$ cat config.mk
export PLATFORM = sky130hd
export DESIGN_NAME = lifo_fifo_nb_flat
export DESIGN_NICKNAME = d
export VERILOG_FILES = /design/src/rtl/lifo_fifo_nb_pkg.sv /design/src/rtl/lifo_fifo_nb_if.sv /design/src/rtl/lifo_fifo_nb_btn_pulse.sv /design/src/rtl/lifo_fifo_nb.sv /design/src/flat_wrapper.sv
export SDC_FILE = /design/constraint.sdc
export NUM_CORES = 1
export LEC_CHECK = 0
export ABC_AREA = 1
export CORE_ASPECT_RATIO = 0.8
export CORE_MARGIN = 5
export CORE_UTILIZATION = 68
export DETAILED_ROUTE_END_ITERATION = 7
export DONT_BUFFER_PORTS = 1
export PLACE_DENSITY = 0.88
export SLEW_MARGIN = 20
export SYNTH_ARGS = -nofsm -noshare
export SYNTH_HDL_FRONTEND = slang
export SYNTH_SLANG_ARGS = --single-unit
$ cat constraint.sdc
create_clock -name clk -period 6.15 [get_ports clk]
set_input_delay 1.23 -clock clk [delete_from_list [all_inputs] [get_ports clk]]
set_output_delay 1.23 -clock clk [all_outputs]
set_load 0.01 [all_outputs]
$ cat src/rtl/lifo_fifo_nb_pkg.sv
// Shared constants for the dual-discipline (LIFO/FIFO) buffer with button inputs.
package lifo_fifo_nb_pkg;
  localparam logic MODE_LIFO = 1'b0;
  localparam logic MODE_FIFO = 1'b1;
  localparam int   DEF_WIDTH = 8;
  localparam int   DEF_DEPTH = 8;
endpackage

$ cat src/rtl/lifo_fifo_nb_if.sv
// Buffer bus: button/data requests in, data and status out.
interface lifo_fifo_nb_if
  import lifo_fifo_nb_pkg::*;
#(
  parameter int WIDTH = DEF_WIDTH,
  parameter int AW    = $clog2(DEF_DEPTH)
);
  logic [WIDTH-1:0] Din;
  logic             push_btn;
  logic             pop_btn;
  logic             mode;
  logic             clr_err;
  logic [WIDTH-1:0] Dout;
  logic             empty;
  logic             full;
  logic [AW:0]      count;
  logic             mode_q;
  logic             ovf;
  logic             unf;

  modport master (
    output Din, push_btn, pop_btn, mode, clr_err,
    input  Dout, empty, full, count, mode_q, ovf, unf
  );
  modport slave (
    input  Din, push_btn, pop_btn, mode, clr_err,
    output Dout, empty, full, count, mode_q, ovf, unf
  );
endinterface

$ cat src/rtl/lifo_fifo_nb_btn_pulse.sv
// Two-flop rising-edge detector for a level button input.
// Pulses are held off after reset until the button has been seen released.
module btn_pulse (
  input  logic clk,
  input  logic reset,
  input  logic btn_i,
  output logic pulse_o
);
  logic s1_q, s2_q, armed_q;

  always_ff @(posedge clk) begin
    if (!reset) begin
      s1_q    <= 1'b0;
      s2_q    <= 1'b0;
      armed_q <= 1'b0;
    end else begin
      s1_q    <= btn_i;
      s2_q    <= s1_q;
      armed_q <= armed_q | ~btn_i;
    end
  end

  assign pulse_o = s1_q & ~s2_q & armed_q;
endmodule

$ cat src/rtl/lifo_fifo_nb.sv
// Buffer switchable between LIFO and FIFO, driven by push/pop buttons, with
// sticky overflow/underflow flags. The discipline only changes while empty.
module lifo_fifo_nb
  import lifo_fifo_nb_pkg::*;
#(
  parameter int WIDTH = DEF_WIDTH,
  parameter int DEPTH = DEF_DEPTH,
  parameter int AW    = $clog2(DEPTH)
) (
  input logic           clk,
  input logic           reset,
  lifo_fifo_nb_if.slave bus
);
  localparam logic [AW-1:0] PTR_ONE  = AW'(1);
  localparam logic [AW:0]   CNT_ONE  = (AW+1)'(1);
  localparam logic [AW:0]   CNT_FULL = (AW+1)'(DEPTH);

  logic [WIDTH-1:0] mem_q [DEPTH];
  logic [AW-1:0]    wr_ptr_q, wr_ptr_d, rd_ptr_q, rd_ptr_d, wr_m1, waddr;
  logic [AW:0]      count_q, count_d;
  logic             cur_mode_q, cur_mode_d;
  logic             ovf_q, ovf_d, unf_q, unf_d;
  logic             push_p, pop_p, is_empty, is_full, we;

  btn_pulse u_push (.clk(clk), .reset(reset), .btn_i(bus.push_btn), .pulse_o(push_p));
  btn_pulse u_pop  (.clk(clk), .reset(reset), .btn_i(bus.pop_btn),  .pulse_o(pop_p));

  assign is_empty = (count_q == '0);
  assign is_full  = (count_q == CNT_FULL);
  assign wr_m1    = wr_ptr_q - PTR_ONE;

  always_comb begin
    wr_ptr_d   = wr_ptr_q;
    rd_ptr_d   = rd_ptr_q;
    count_d    = count_q;
    cur_mode_d = cur_mode_q;
    ovf_d      = ovf_q & ~bus.clr_err;
    unf_d      = unf_q & ~bus.clr_err;
    we         = 1'b0;
    waddr      = wr_ptr_q;
    // A pop paired with a push on an empty buffer has nothing to remove.
    if (push_p && (!pop_p || is_empty)) begin
      if (is_full) begin
        ovf_d = 1'b1;
      end else begin
        we       = 1'b1;
        wr_ptr_d = wr_ptr_q + PTR_ONE;
        count_d  = count_q + CNT_ONE;
      end
    end else if (push_p && pop_p) begin
      we = 1'b1;
      if (cur_mode_q == MODE_LIFO) begin
        waddr = wr_m1;
      end else begin
        wr_ptr_d = wr_ptr_q + PTR_ONE;
        rd_ptr_d = rd_ptr_q + PTR_ONE;
      end
    end else if (pop_p) begin
      if (is_empty) begin
        unf_d = 1'b1;
      end else begin
        count_d = count_q - CNT_ONE;
        if (cur_mode_q == MODE_FIFO) rd_ptr_d = rd_ptr_q + PTR_ONE;
        else                         wr_ptr_d = wr_m1;
      end
    end
    if (is_empty && !push_p) cur_mode_d = bus.mode;
  end

  always_ff @(posedge clk) begin
    if (!reset) begin
      wr_ptr_q   <= '0;
      rd_ptr_q   <= '0;
      count_q    <= '0;
      cur_mode_q <= MODE_LIFO;
      ovf_q      <= 1'b0;
      unf_q      <= 1'b0;
    end else begin
      wr_ptr_q   <= wr_ptr_d;
      rd_ptr_q   <= rd_ptr_d;
      count_q    <= count_d;
      cur_mode_q <= cur_mode_d;
      ovf_q      <= ovf_d;
      unf_q      <= unf_d;
    end
  end

  // Storage has no reset; emptiness is tracked by count alone.
  always_ff @(posedge clk) begin
    if (we && reset) mem_q[waddr] <= bus.Din;
  end

  assign bus.Dout   = is_empty ? '0 :
                      (cur_mode_q == MODE_FIFO) ? mem_q[rd_ptr_q] : mem_q[wr_m1];
  assign bus.empty  = is_empty;
  assign bus.full   = is_full;
  assign bus.count  = count_q;
  assign bus.mode_q = cur_mode_q;
  assign bus.ovf    = ovf_q;
  assign bus.unf    = unf_q;
endmodule

$ cat src/flat_wrapper.sv
// flat-port wrapper written by rule: the top's interface ports become plain ports
module lifo_fifo_nb_flat import lifo_fifo_nb_pkg::*;
#(
  parameter int WIDTH = DEF_WIDTH,
  parameter int DEPTH = DEF_DEPTH,
  parameter int AW    = $clog2(DEPTH)
)
  (clk, reset, bus_Din, bus_push_btn, bus_pop_btn, bus_mode, bus_clr_err, bus_Dout, bus_empty, bus_full, bus_count, bus_mode_q, bus_ovf, bus_unf);
  lifo_fifo_nb_if #(.WIDTH(WIDTH), .AW(AW)) bus_i ();
  input logic clk;
  input logic reset;
  input wire logic [$bits(bus_i.Din)-1:0] bus_Din;
  input wire logic [$bits(bus_i.push_btn)-1:0] bus_push_btn;
  input wire logic [$bits(bus_i.pop_btn)-1:0] bus_pop_btn;
  input wire logic [$bits(bus_i.mode)-1:0] bus_mode;
  input wire logic [$bits(bus_i.clr_err)-1:0] bus_clr_err;
  output wire logic [$bits(bus_i.Dout)-1:0] bus_Dout;
  output wire logic [$bits(bus_i.empty)-1:0] bus_empty;
  output wire logic [$bits(bus_i.full)-1:0] bus_full;
  output wire logic [$bits(bus_i.count)-1:0] bus_count;
  output wire logic [$bits(bus_i.mode_q)-1:0] bus_mode_q;
  output wire logic [$bits(bus_i.ovf)-1:0] bus_ovf;
  output wire logic [$bits(bus_i.unf)-1:0] bus_unf;
  assign bus_i.Din = bus_Din;
  assign bus_i.push_btn = bus_push_btn;
  assign bus_i.pop_btn = bus_pop_btn;
  assign bus_i.mode = bus_mode;
  assign bus_i.clr_err = bus_clr_err;
  assign bus_Dout = bus_i.Dout;
  assign bus_empty = bus_i.empty;
  assign bus_full = bus_i.full;
  assign bus_count = bus_i.count;
  assign bus_mode_q = bus_i.mode_q;
  assign bus_ovf = bus_i.ovf;
  assign bus_unf = bus_i.unf;
  lifo_fifo_nb #(.WIDTH(WIDTH), .DEPTH(DEPTH), .AW(AW)) u_core (.clk(clk), .reset(reset), .bus(bus_i));
endmodule
==> results.toml <==
[floorplan]
core_mm2 = 0.00641
dieArea_mm2 = 0.00836
die_y_um = 82.8
die_x_um = 101
start_util_pct = 70.2
ios = 31
rows = 26

[detailed_routing]
wl_um = 10600
vias = 3559
dr.pass1.iters = 6
routedWlPerCell_um = 18.2
drt_iter0_markers = 423
ant_nets = 0
drc = 0
avgViaCountPerCell = 6.12

[clock_network]
cts_tree = "built"
cts_root_buf = "clkbuf_8"
hold_buffers = 0
cts_made_buffers = 9
htree_levels = 3
cts_buffer_depth = 2
post_cts_buffers = 0
clock_latency_ns = 0.37
clock_sinks = 86
clk_pin_slew_worst_paths_ns = 0.08
postCtsResizedCells = 0

[finish]
diodes = 0
ff_latch_area_mm2 = 0.00236
fin_nets = 513
fin_util_pct = 73.1
syn2layout_area_growth_pct = 4.06
drive_gt1_share_pct = 11.0
num-fill-cells = 445
multi_input_area_mm2 = 0.00171

[setup_path]
cp_common_cell = "nand2_1"
crit_buf_inv = 4
crit_slowest_cell = "ha_1"
startpoint = "u_core.wr_ptr_q[0]"
critPathCaptureType = "primary output"
reg2regPathDepth = 7
crit_end = "bus_Dout[6]"
crit-reg2reg-launch = "u_core.wr_ptr_q[0]"
path_class = "reg -> out"
rrSetupSlack_ns = 2.32
path_cells = "buf_4, inv_2, ha_1, inv_2, o211ai_1, nand2_1, nand2_1, nand2_1, inv_1, a21oi_1"
r2r_end = "u_core.mem_q[5][0]"
cpPeakStageDelay_ns = 0.66
worstPathArrival_ns = 3.21
cp_num_cells = 10
crit_required_ns = 4.92
crit_family = "buffers and inverters"
start_kind = "register"
crit_fanout = 52

[timing]
clock.fmax_mhz = 225
skew_ns = 0.0103
rsz0062_at_grt = "no"
min_period_ns = 4.44
period_share_pct = 72.1
slew_viol_final = 0
setup_ws_ns = 1.71
tightest_slew_ns = 1.15
relSlewSlack_pct = 23.1
final-hold-violation-count = 0
finalSetupViolCount = 0
tns_ns = 0

[power_and_ir_drop]
pwr_density_cell_mw_per_mm2 = 259
cellLeakagePower_nw = 1.82
max-vdd-ir-drop_uv = 181
power_mw = 1.21

[placement]
io_buffers = 0
hpwl_um = 6920
pre_cts_slack_ns = 2.22
place_congestion = 0.879

[hold_path]
hold_class = "reg -> reg"
hold_start = "u_core.u_pop.s1_q"

[global_route]
use_met1_pct = 34.7
antenna_found_initial = 0
gr-total-overflow = 0
grt_max_degree = 53
grt_pass1_wl_um = 17400
gr-max-usage-layer = "met2"
grtUsageMet3_pct = 7.60
grt_pass1_vias = 3576
grt_util_met2_pct = 45.5
gr-usage-all-layers_pct = 27.6

[synthesis]
netlist_top_cells_count = "123 x nand2_1, 64 x edfxtp_1, 63 x inv_1, 40 x o211ai_1, 29 x nand3_1"
yosysWarnings = 0
async_reset_ff_share_pct = 0
synth_nets = 524
synth_top_flop_cell = "edfxtp_1"
yosysMostFrequentCell = "nand2_1"
avgSynthCellArea_um2 = 8.93
synth_edf_count = 64
synth_cell_type_count = 35
yosysTopAreaCell = "edfxtp_1"
seq_area_frac_synth_pct = 52.5
synth.area.top_cells = "edfxtp_1 43%, nand2_1 10%, dfxtp_1 9.8%"
synth_top_area_share_pct = 42.7
synth_cells = 504
ys_seq_elements = 86
syn_area_mm2 = 0.00450

[status]
outcome = "finished, final reports clean"

[job]
drv_cap = 0
placed cells by master, fill, tap and decap left out, drive strengths merged:
cell	netlist	layout
nand3b	1	1
nand4	1	1
o211ai	40	40
clkbuf	2	13
xor2	2	2
edfxtp	64	64
nor3	3	3
nand2	128	128
fa	1	1
xnor2	1	1
nand3	31	31
ha	5	5
a21oi	43	43
and3	1	1
clkinvlp	0	1
o21ai	33	33
dfxtp	22	22
buf	22	2
inv	72	73
clkinv	1	2
nor2	31	31
worst reg2reg max path, delay by kind of cell, from the launching register on:
kind                       cells  cell delay, ns
buffers and inverters          2            0.73
AOI/OAI and AO/OA              2            0.56
and+or+nand+nor                2            1.02
DFF                            1            0.32
adders and majority gates      1            0.83
area by class of cell:
cell class                      instances  area share, %
Inverter                               73           5.90
Timing Repair Buffer                    2          0.321
Tap cell                               84           2.24
Clock buffer                           13           4.09
Multi-Input combinational cell        321           36.5
Clock inverter                          3          0.481
Sequential cell                        86           50.4
power breakdown:
part / total, mW / switching, mW / leakage (nW) / internal (mW)
Clock: 0.416 / 0.208 / 0.106 / 0.208
Sequential: 0.645 / 0.0149 / 0.755 / 0.630
Combinational: 0.152 / 0.106 / 0.959 / 0.0459
worst min-delay path by stage:
stage	slack, ns	depth (start not counted)	endpoint
floorplan	0.42	2	u_core.u_push.s2_q
global placement	0.42	2	u_core.u_push.s2_q
detailed placement	0.43	2	u_core.u_pop.s2_q
CTS	0.44	2	u_core.u_pop.s2_q
global route	0.47	2	u_core.u_pop.s2_q
finish	0.44	2	u_core.u_pop.s2_q
metrics by stage:
step	cells	area [µm²]	hold slack, ns
after floorplan	504	4500	0.419
after global placement	566	4470	0.421
after detailed placement	566	4470	0.431
after CTS	582	4680	0.443
after global routing	582	4680	0.468
final	582	4680	0.444
routing by layer:
metal	vias up	wire length (µm)
li1	1667	-
met2	227	5030
met4	0	313
met3	35	1130
met5	-	0
met1	1630	4110
flip-flops by register name, indices dropped and copies added (netlist names), named ones only:
register,cells
u_core.bus.count,4
u_core.bus.mode_q,1
u_core.bus.ovf,1
u_core.bus.unf,1
u_core.mem_q,64
u_core.rd_ptr_q,3
u_core.u_pop.armed_q,1
u_core.u_pop.s1_q,1
u_core.u_pop.s2_q,1
u_core.u_push.armed_q,1
u_core.u_push.s1_q,1
u_core.u_push.s2_q,1
u_core.wr_ptr_q,3
kinds of logic (layout without fill, tap and decap cells):
group | count (synthesis) | count (layout) | synth area share (%)
AOI/OAI and AO/OA | 116 | 116 | 16.4
xor gates and xnor gates | 3 | 3 | 0.584
adders and majority gates | 6 | 6 | 1.83
buffers and inverters | 97 | 91 | 9.51
DFF | 86 | 86 | 52.5
and+or+nand+nor | 196 | 196 | 19.2
(Power assumes the default switching activity.)
